==> config.mk <==
export PLATFORM = sky130hd
export DESIGN_NAME = address_sequencer_flat
export DESIGN_NICKNAME = d
export VERILOG_FILES = /design/src/rtl/address_sequencer_if.sv /design/src/rtl/address_sequencer.sv /design/src/flat_wrapper.sv
export SDC_FILE = /design/constraint.sdc
export NUM_CORES = 1
export LEC_CHECK = 0
export ABC_AREA = 0
export CAP_MARGIN = 20
export CORE_MARGIN = 4
export CORE_UTILIZATION = 60
export CTS_CLUSTER_SIZE = 40
export DETAILED_ROUTE_END_ITERATION = 6
export HOLD_SLACK_MARGIN = 0.02
export PLACE_DENSITY = 0.85
export SETUP_SLACK_MARGIN = 0.02
export SLEW_MARGIN = 10
export SYNTH_ARGS = -nofsm -noshare
export SYNTH_HDL_FRONTEND = slang
export SYNTH_SLANG_ARGS = --single-unit
==> constraint.sdc <==
create_clock -name ADDRSEQ_CLOCK_50 -period 6.7 [get_ports ADDRSEQ_CLOCK_50]
set_input_delay 1.34 -clock ADDRSEQ_CLOCK_50 [delete_from_list [all_inputs] [get_ports ADDRSEQ_CLOCK_50]]
set_output_delay 1.34 -clock ADDRSEQ_CLOCK_50 [all_outputs]
set_load 0.005 [all_outputs]
==> src/rtl/address_sequencer_if.sv <==
// Operation/status bundle between the microcode controller and the next-address sequencer.
// The sequencer takes the slave modport; whoever drives Mode/Enable/target takes master.
interface address_sequencer_if #(
    parameter int ADDR_WIDTH  = 11,
    parameter int STACK_DEPTH = 4
);
    localparam int DEPTH_WIDTH = $clog2(STACK_DEPTH + 1);

    logic                   ADDRSEQ_Enable_IN;
    logic [2:0]             ADDRSEQ_Mode_IN;
    logic                   ADDRSEQ_Cond_IN;
    logic [ADDR_WIDTH-1:0]  ADDRSEQ_Direccion_IN;
    logic [ADDR_WIDTH-1:0]  ADDRSEQ_Direccion_OUT;
    logic [DEPTH_WIDTH-1:0] ADDRSEQ_Depth_OUT;
    logic                   ADDRSEQ_StackFull_OUT;
    logic                   ADDRSEQ_StackEmpty_OUT;
    logic                   ADDRSEQ_Error_OUT;

    modport master (
        output ADDRSEQ_Enable_IN, ADDRSEQ_Mode_IN, ADDRSEQ_Cond_IN, ADDRSEQ_Direccion_IN,
        input  ADDRSEQ_Direccion_OUT, ADDRSEQ_Depth_OUT, ADDRSEQ_StackFull_OUT,
               ADDRSEQ_StackEmpty_OUT, ADDRSEQ_Error_OUT
    );

    modport slave (
        input  ADDRSEQ_Enable_IN, ADDRSEQ_Mode_IN, ADDRSEQ_Cond_IN, ADDRSEQ_Direccion_IN,
        output ADDRSEQ_Direccion_OUT, ADDRSEQ_Depth_OUT, ADDRSEQ_StackFull_OUT,
               ADDRSEQ_StackEmpty_OUT, ADDRSEQ_Error_OUT
    );
endinterface

==> src/rtl/address_sequencer.sv <==
// Next-address sequencer for the microprogrammed datapath: eight sequencing modes
// with a return-address stack for CALL/RET and a sticky over/underflow flag.
module address_sequencer #(
    parameter int              ADDR_WIDTH  = 11,
    parameter int              STACK_DEPTH = 4,
    parameter logic [ADDR_WIDTH-1:0] RESET_ADDR = '0
) (
    input  logic               ADDRSEQ_CLOCK_50,
    input  logic               ADDRSEQ_RESET_InHigh,
    address_sequencer_if.slave bus
);
    localparam int DEPTH_WIDTH = $clog2(STACK_DEPTH + 1);
    localparam int IDX_WIDTH   = (STACK_DEPTH > 1) ? $clog2(STACK_DEPTH) : 1;
    localparam logic [DEPTH_WIDTH-1:0] DEPTH_MAX = DEPTH_WIDTH'(STACK_DEPTH);

    typedef enum logic [2:0] {
        MODE_INC     = 3'b000,
        MODE_JMP     = 3'b001,
        MODE_JCT     = 3'b010,
        MODE_JCF     = 3'b011,
        MODE_CALL    = 3'b100,
        MODE_RET     = 3'b101,
        MODE_HOLD    = 3'b110,
        MODE_RESTART = 3'b111
    } mode_t;

    logic [ADDR_WIDTH-1:0]  addr_reg;
    logic [DEPTH_WIDTH-1:0] depth_reg;
    logic                   error_reg;
    logic [ADDR_WIDTH-1:0]  stack_reg [STACK_DEPTH];

    logic [ADDR_WIDTH-1:0]  addr_inc;
    logic                   full;
    logic                   empty;
    logic                   push;
    logic [IDX_WIDTH-1:0]   push_idx;
    logic [IDX_WIDTH-1:0]   top_idx;
    mode_t                  mode;

    assign mode     = mode_t'(bus.ADDRSEQ_Mode_IN);
    assign addr_inc = addr_reg + 1'b1;
    assign full     = (depth_reg == DEPTH_MAX);
    assign empty    = (depth_reg == '0);
    assign push     = bus.ADDRSEQ_Enable_IN && (mode == MODE_CALL) && !full;
    // Indices are only used when the stack is not full (push) / not empty (pop).
    assign push_idx = IDX_WIDTH'(depth_reg);
    assign top_idx  = IDX_WIDTH'(depth_reg - 1'b1);

    generate
        for (genvar gi = 0; gi < STACK_DEPTH; gi++) begin : g_stack
            always_ff @(posedge ADDRSEQ_CLOCK_50) begin
                if (push && (push_idx == IDX_WIDTH'(gi))) begin
                    stack_reg[gi] <= addr_inc;
                end
            end
        end
    endgenerate

    always_ff @(posedge ADDRSEQ_CLOCK_50) begin
        if (ADDRSEQ_RESET_InHigh) begin
            addr_reg  <= RESET_ADDR;
            depth_reg <= '0;
            error_reg <= 1'b0;
        end else if (bus.ADDRSEQ_Enable_IN) begin
            case (mode)
                MODE_INC:  addr_reg <= addr_inc;
                MODE_JMP:  addr_reg <= bus.ADDRSEQ_Direccion_IN;
                MODE_JCT:  addr_reg <= bus.ADDRSEQ_Cond_IN ? bus.ADDRSEQ_Direccion_IN : addr_inc;
                MODE_JCF:  addr_reg <= !bus.ADDRSEQ_Cond_IN ? bus.ADDRSEQ_Direccion_IN : addr_inc;
                MODE_CALL: begin
                    if (full) begin
                        addr_reg  <= addr_inc;
                        error_reg <= 1'b1;
                    end else begin
                        addr_reg  <= bus.ADDRSEQ_Direccion_IN;
                        depth_reg <= depth_reg + 1'b1;
                    end
                end
                MODE_RET: begin
                    if (empty) begin
                        addr_reg  <= addr_inc;
                        error_reg <= 1'b1;
                    end else begin
                        addr_reg  <= stack_reg[top_idx];
                        depth_reg <= depth_reg - 1'b1;
                    end
                end
                MODE_HOLD: addr_reg <= addr_reg;
                MODE_RESTART: begin
                    addr_reg  <= RESET_ADDR;
                    depth_reg <= '0;
                end
                default: addr_reg <= addr_reg;
            endcase
        end
    end

    assign bus.ADDRSEQ_Direccion_OUT  = addr_reg;
    assign bus.ADDRSEQ_Depth_OUT      = depth_reg;
    assign bus.ADDRSEQ_StackFull_OUT  = full;
    assign bus.ADDRSEQ_StackEmpty_OUT = empty;
    assign bus.ADDRSEQ_Error_OUT      = error_reg;
endmodule

==> src/flat_wrapper.sv <==
// flat-port wrapper written by rule: the top's interface ports become plain ports
module address_sequencer_flat 
#(
    parameter int              ADDR_WIDTH  = 11,
    parameter int              STACK_DEPTH = 4,
    parameter logic [ADDR_WIDTH-1:0] RESET_ADDR = '0
)
  (ADDRSEQ_CLOCK_50, ADDRSEQ_RESET_InHigh, bus_ADDRSEQ_Enable_IN, bus_ADDRSEQ_Mode_IN, bus_ADDRSEQ_Cond_IN, bus_ADDRSEQ_Direccion_IN, bus_ADDRSEQ_Direccion_OUT, bus_ADDRSEQ_Depth_OUT, bus_ADDRSEQ_StackFull_OUT, bus_ADDRSEQ_StackEmpty_OUT, bus_ADDRSEQ_Error_OUT);
  address_sequencer_if #(.ADDR_WIDTH(ADDR_WIDTH), .STACK_DEPTH(STACK_DEPTH)) bus_i ();
  input  logic ADDRSEQ_CLOCK_50;
  input  logic ADDRSEQ_RESET_InHigh;
  input wire logic [$bits(bus_i.ADDRSEQ_Enable_IN)-1:0] bus_ADDRSEQ_Enable_IN;
  input wire logic [$bits(bus_i.ADDRSEQ_Mode_IN)-1:0] bus_ADDRSEQ_Mode_IN;
  input wire logic [$bits(bus_i.ADDRSEQ_Cond_IN)-1:0] bus_ADDRSEQ_Cond_IN;
  input wire logic [$bits(bus_i.ADDRSEQ_Direccion_IN)-1:0] bus_ADDRSEQ_Direccion_IN;
  output wire logic [$bits(bus_i.ADDRSEQ_Direccion_OUT)-1:0] bus_ADDRSEQ_Direccion_OUT;
  output wire logic [$bits(bus_i.ADDRSEQ_Depth_OUT)-1:0] bus_ADDRSEQ_Depth_OUT;
  output wire logic [$bits(bus_i.ADDRSEQ_StackFull_OUT)-1:0] bus_ADDRSEQ_StackFull_OUT;
  output wire logic [$bits(bus_i.ADDRSEQ_StackEmpty_OUT)-1:0] bus_ADDRSEQ_StackEmpty_OUT;
  output wire logic [$bits(bus_i.ADDRSEQ_Error_OUT)-1:0] bus_ADDRSEQ_Error_OUT;
  assign bus_i.ADDRSEQ_Enable_IN = bus_ADDRSEQ_Enable_IN;
  assign bus_i.ADDRSEQ_Mode_IN = bus_ADDRSEQ_Mode_IN;
  assign bus_i.ADDRSEQ_Cond_IN = bus_ADDRSEQ_Cond_IN;
  assign bus_i.ADDRSEQ_Direccion_IN = bus_ADDRSEQ_Direccion_IN;
  assign bus_ADDRSEQ_Direccion_OUT = bus_i.ADDRSEQ_Direccion_OUT;
  assign bus_ADDRSEQ_Depth_OUT = bus_i.ADDRSEQ_Depth_OUT;
  assign bus_ADDRSEQ_StackFull_OUT = bus_i.ADDRSEQ_StackFull_OUT;
  assign bus_ADDRSEQ_StackEmpty_OUT = bus_i.ADDRSEQ_StackEmpty_OUT;
  assign bus_ADDRSEQ_Error_OUT = bus_i.ADDRSEQ_Error_OUT;
  address_sequencer #(.ADDR_WIDTH(ADDR_WIDTH), .STACK_DEPTH(STACK_DEPTH), .RESET_ADDR(RESET_ADDR)) u_core (.ADDRSEQ_CLOCK_50(ADDRSEQ_CLOCK_50), .ADDRSEQ_RESET_InHigh(ADDRSEQ_RESET_InHigh), .bus(bus_i));
endmodule
==> impl_metrics.py <==
metrics = {
    "detailed_routing": {
        "wire_per_inst_um": 20.2,
        "route.detailed.drc": 0,
        "drt_iter0_markers": 152,
        "via_count": 2029,
        "via_per_inst": 6.46,
        "wirelength_um": 6350,
        "ant_nets": 0,
        "firstDrtPassIters": 4,
    },
    "clocking": {
        "cts_resized": 0,
        "cts.clk_slew.worst_paths_ps": 60,
        "cts_buffers": 9,
        "worstSkewPairLatency_ps": 330,
        "htreeDepth": 3,
        "cts_sinks": 59,
        "postCtsHoldBufs": 0,
        "cts_tree": "built",
        "clock-root-buffer": "clkbuf_8",
        "clockBufferDepth": 2,
        "post_cts_buffers": 0,
    },
    "synth": {
        "ys_async_sr_fraction_pct": 0,
        "synth_seq_area_share_pct": 55.8,
        "synth_warnings": 0,
        "synthFlopType": "edfxtp_1",
        "syn_nets": 244,
        "synthesis.instances": 220,
        "syn-cell-area_um2": 2910,
        "avgSynthCellArea_um2": 13.2,
        "ys_seq_elements": 59,
        "synth_edf_count": 44,
        "synth_cell_types": 53,
    },
    "timing": {
        "period_share_pct": 52.5,
        "relSlewSlack_pct": 52.4,
        "tightestPinTransition_ps": 715,
        "finalClockSkew_ps": 6.51,
        "setup_viol": 0,
        "rsz0062_at_grt": "no",
        "finalHoldViolations": 0,
        "setup_tns_ps": 0,
        "whs_ps": 482,
        "max_freq_mhz": 284,
        "maxSlewViolCount": 0,
        "final.min_clock_period_ps": 3520,
    },
    "floorplanning": {
        "num_rows": 25,
        "fp.dieArea_um2": 6020,
        "pin_count": 35,
        "start_util_pct": 61.9,
        "design.core.area_um2": 4690,
        "fp.dieH_um": 77.6,
        "die_w_um": 77.6,
    },
    "critical_path": {
        "critPathArrivalTime_ps": 2180,
        "reg2reg_to": "u_core.bus.ADDRSEQ_Direccion_OUT[5]",
        "startpoint_type": "flop",
        "reg2reg_depth": 6,
        "worstPathRequired_ps": 5360,
        "path_class": "flop to primary output",
        "endpoint_kind": "primary output",
        "path_max_fanout": 9,
        "regToRegSetupSlack_ps": 3960,
        "r2r_start": "u_core.bus.ADDRSEQ_Depth_OUT[0]",
    },
    "run_status": {
        "status": "finished clean",
    },
    "hold_path": {
        "hp-start": "u_core.bus.ADDRSEQ_Error_OUT",
        "min_path_cells": 2,
        "hold_path_end": "u_core.bus.ADDRSEQ_Error_OUT",
        "hp-class": "flop to flop",
    },
    "global_routing": {
        "grt.overflow.total": 0,
        "grt_max_degree": 18,
        "grt_pass1_vias": 2023,
        "antenna_found_initial": 0,
        "grt_pass1_wl_um": 10600,
        "track_usage_pct": 23.3,
    },
    "place": {
        "place_hpwl_um": 4300,
        "place_area_um2": 3240,
        "gp_congestion": 0.894,
        "dp.cells": 297,
        "port_buffers": 34,
    },
    "pwr": {
        "ir_worst_vdd_uv": 222,
        "p_leak_uw": 0.00116,
        "power.density_nw_per_um2": 223,
    },
    "layout": {
        "antenna_cells": 0,
        "drive_above_1_share_pct": 11.5,
        "fill_cells": 343,
        "area_growth_pct": 17.5,
        "fin_cells": 314,
        "largest_reg_flops": 44,
        "design_area_um2": 3410,
        "final_net_count": 279,
    },
    "run": {
        "drv_cap": 0,
    },
}
[kinds of logic after synthesis]
| family | count (synthesis) | synth area share [%] |
|---|---|---|
| AND/OR/NAND/NOR | 54 | 10.2 |
| XOR/XNOR | 10 | 3.01 |
| flip-flops | 59 | 55.8 |
| multiplexers | 14 | 9.56 |
| buffers and inverters | 18 | 3.44 |
| AO/OA/AOI/OAI | 59 | 15.4 |
| adder cells (fa/ha/maj) | 6 | 2.58 |
[report_power, final]
group | total (uW) | switching, uW | internal (uW)
registers | 409 | 9.27 | 399
clock network | 259 | 127 | 132
logic | 93.1 | 46.7 | 46.4
[per-layer routing]
metal	wire length [um]	GRT usage, %
met1	2780	32.0
met3	437	4.52
met4	93	11.4
met2	3040	35.4
met5	0	0
[final cells by class]
type / count / area [um^2] / area share [%]
clock buffers: 12 / 135 / 3.96
clock inverters: 4 / 21.3 / 0.623
inverters: 6 / 22.5 / 0.660
multi-input cells: 143 / 1180 / 34.7
flip-flops and latches: 59 / 1620 / 47.5
well taps: 54 / 67.6 / 1.98
repair buffers: 36 / 363 / 10.6
[worst max-delay path: stages (launching register included)]
cell             delay, ps
dfxtp_1                670
inv_1                  170
ha_1                   290
or2b_1                 220
inv_2                   60
clkdlybuf4s50_1        440
[through the flow]
step,total power [uW],util [%],setup WS [ps]
after CTS,762,72.5,2740
final,761,72.8,3180
after global placement,505,69.1,3130
after detailed placement,507,69.1,3080
after floorplan,473,-,4020
after global routing,793,72.8,3020
[cells in the final DEF (no fill, tap or decap), types with 3 or more instances in the layout]
cell	count
xnor2_1	6
a21o_1	3
and3_1	7
dfxtp_1	15
clkbuf_1	3
o22ai_1	4
o21ai_0	6
a311o_1	3
clkbuf_8	9
nand3_1	7
mux4_2	11
a32o_1	4
and2_1	5
a21oi_1	6
xor2_1	4
nor2b_1	4
ha_1	6
edfxtp_1	44
a22oi_1	10
nand2b_1	3
inv_1	4
o32ai_1	3
mux2i_1	3
nor2_1	11
nand2_1	8
clkdlybuf4s50_1	34
[synth_stat cells (all sizes together), types with 3 or more instances]
library cell / count / area share (%)
and2: 5 / 1.1
a21o: 3 / 0.78
mux4: 11 / 8.5
a311o: 3 / 1.0
a22oi: 10 / 2.6
xor2: 4 / 1.2
o21ai: 8 / 1.5
o32ai: 3 / 0.90
nor2: 11 / 1.4
dfxtp: 15 / 10
mux2i: 3 / 1.0
buf: 9 / 2.3
ha: 6 / 2.6
a21oi: 7 / 1.3
inv: 5 / 0.65
clkbuf: 3 / 0.39
nand2: 8 / 1.0
xnor2: 6 / 1.8
nand2b: 3 / 0.65
edfxtp: 44 / 45
and3: 7 / 1.5
nor2b: 5 / 1.3
o22ai: 4 / 0.86
nand3: 7 / 1.2
a32o: 4 / 1.4
[worst max path at each step]
stage	from	to	slack, ps	cells past startpoint
6_report	u_core.bus.ADDRSEQ_Depth_OUT[0]	bus_ADDRSEQ_StackEmpty_OUT	3180	5
3_3_place_gp	bus_ADDRSEQ_Mode_IN[0]	u_core.bus.ADDRSEQ_Direccion_OUT[2]	3130	6
5_1_grt	u_core.bus.ADDRSEQ_Depth_OUT[0]	bus_ADDRSEQ_StackEmpty_OUT	3020	5
2_1_floorplan	u_core.bus.ADDRSEQ_Depth_OUT[0]	bus_ADDRSEQ_StackEmpty_OUT	4020	6
4_1_cts	u_core.bus.ADDRSEQ_Depth_OUT[0]	bus_ADDRSEQ_StackEmpty_OUT	2740	5
3_5_place_dp	u_core.bus.ADDRSEQ_Depth_OUT[0]	bus_ADDRSEQ_StackEmpty_OUT	3080	5
Power figures use the tool's default switching activity.
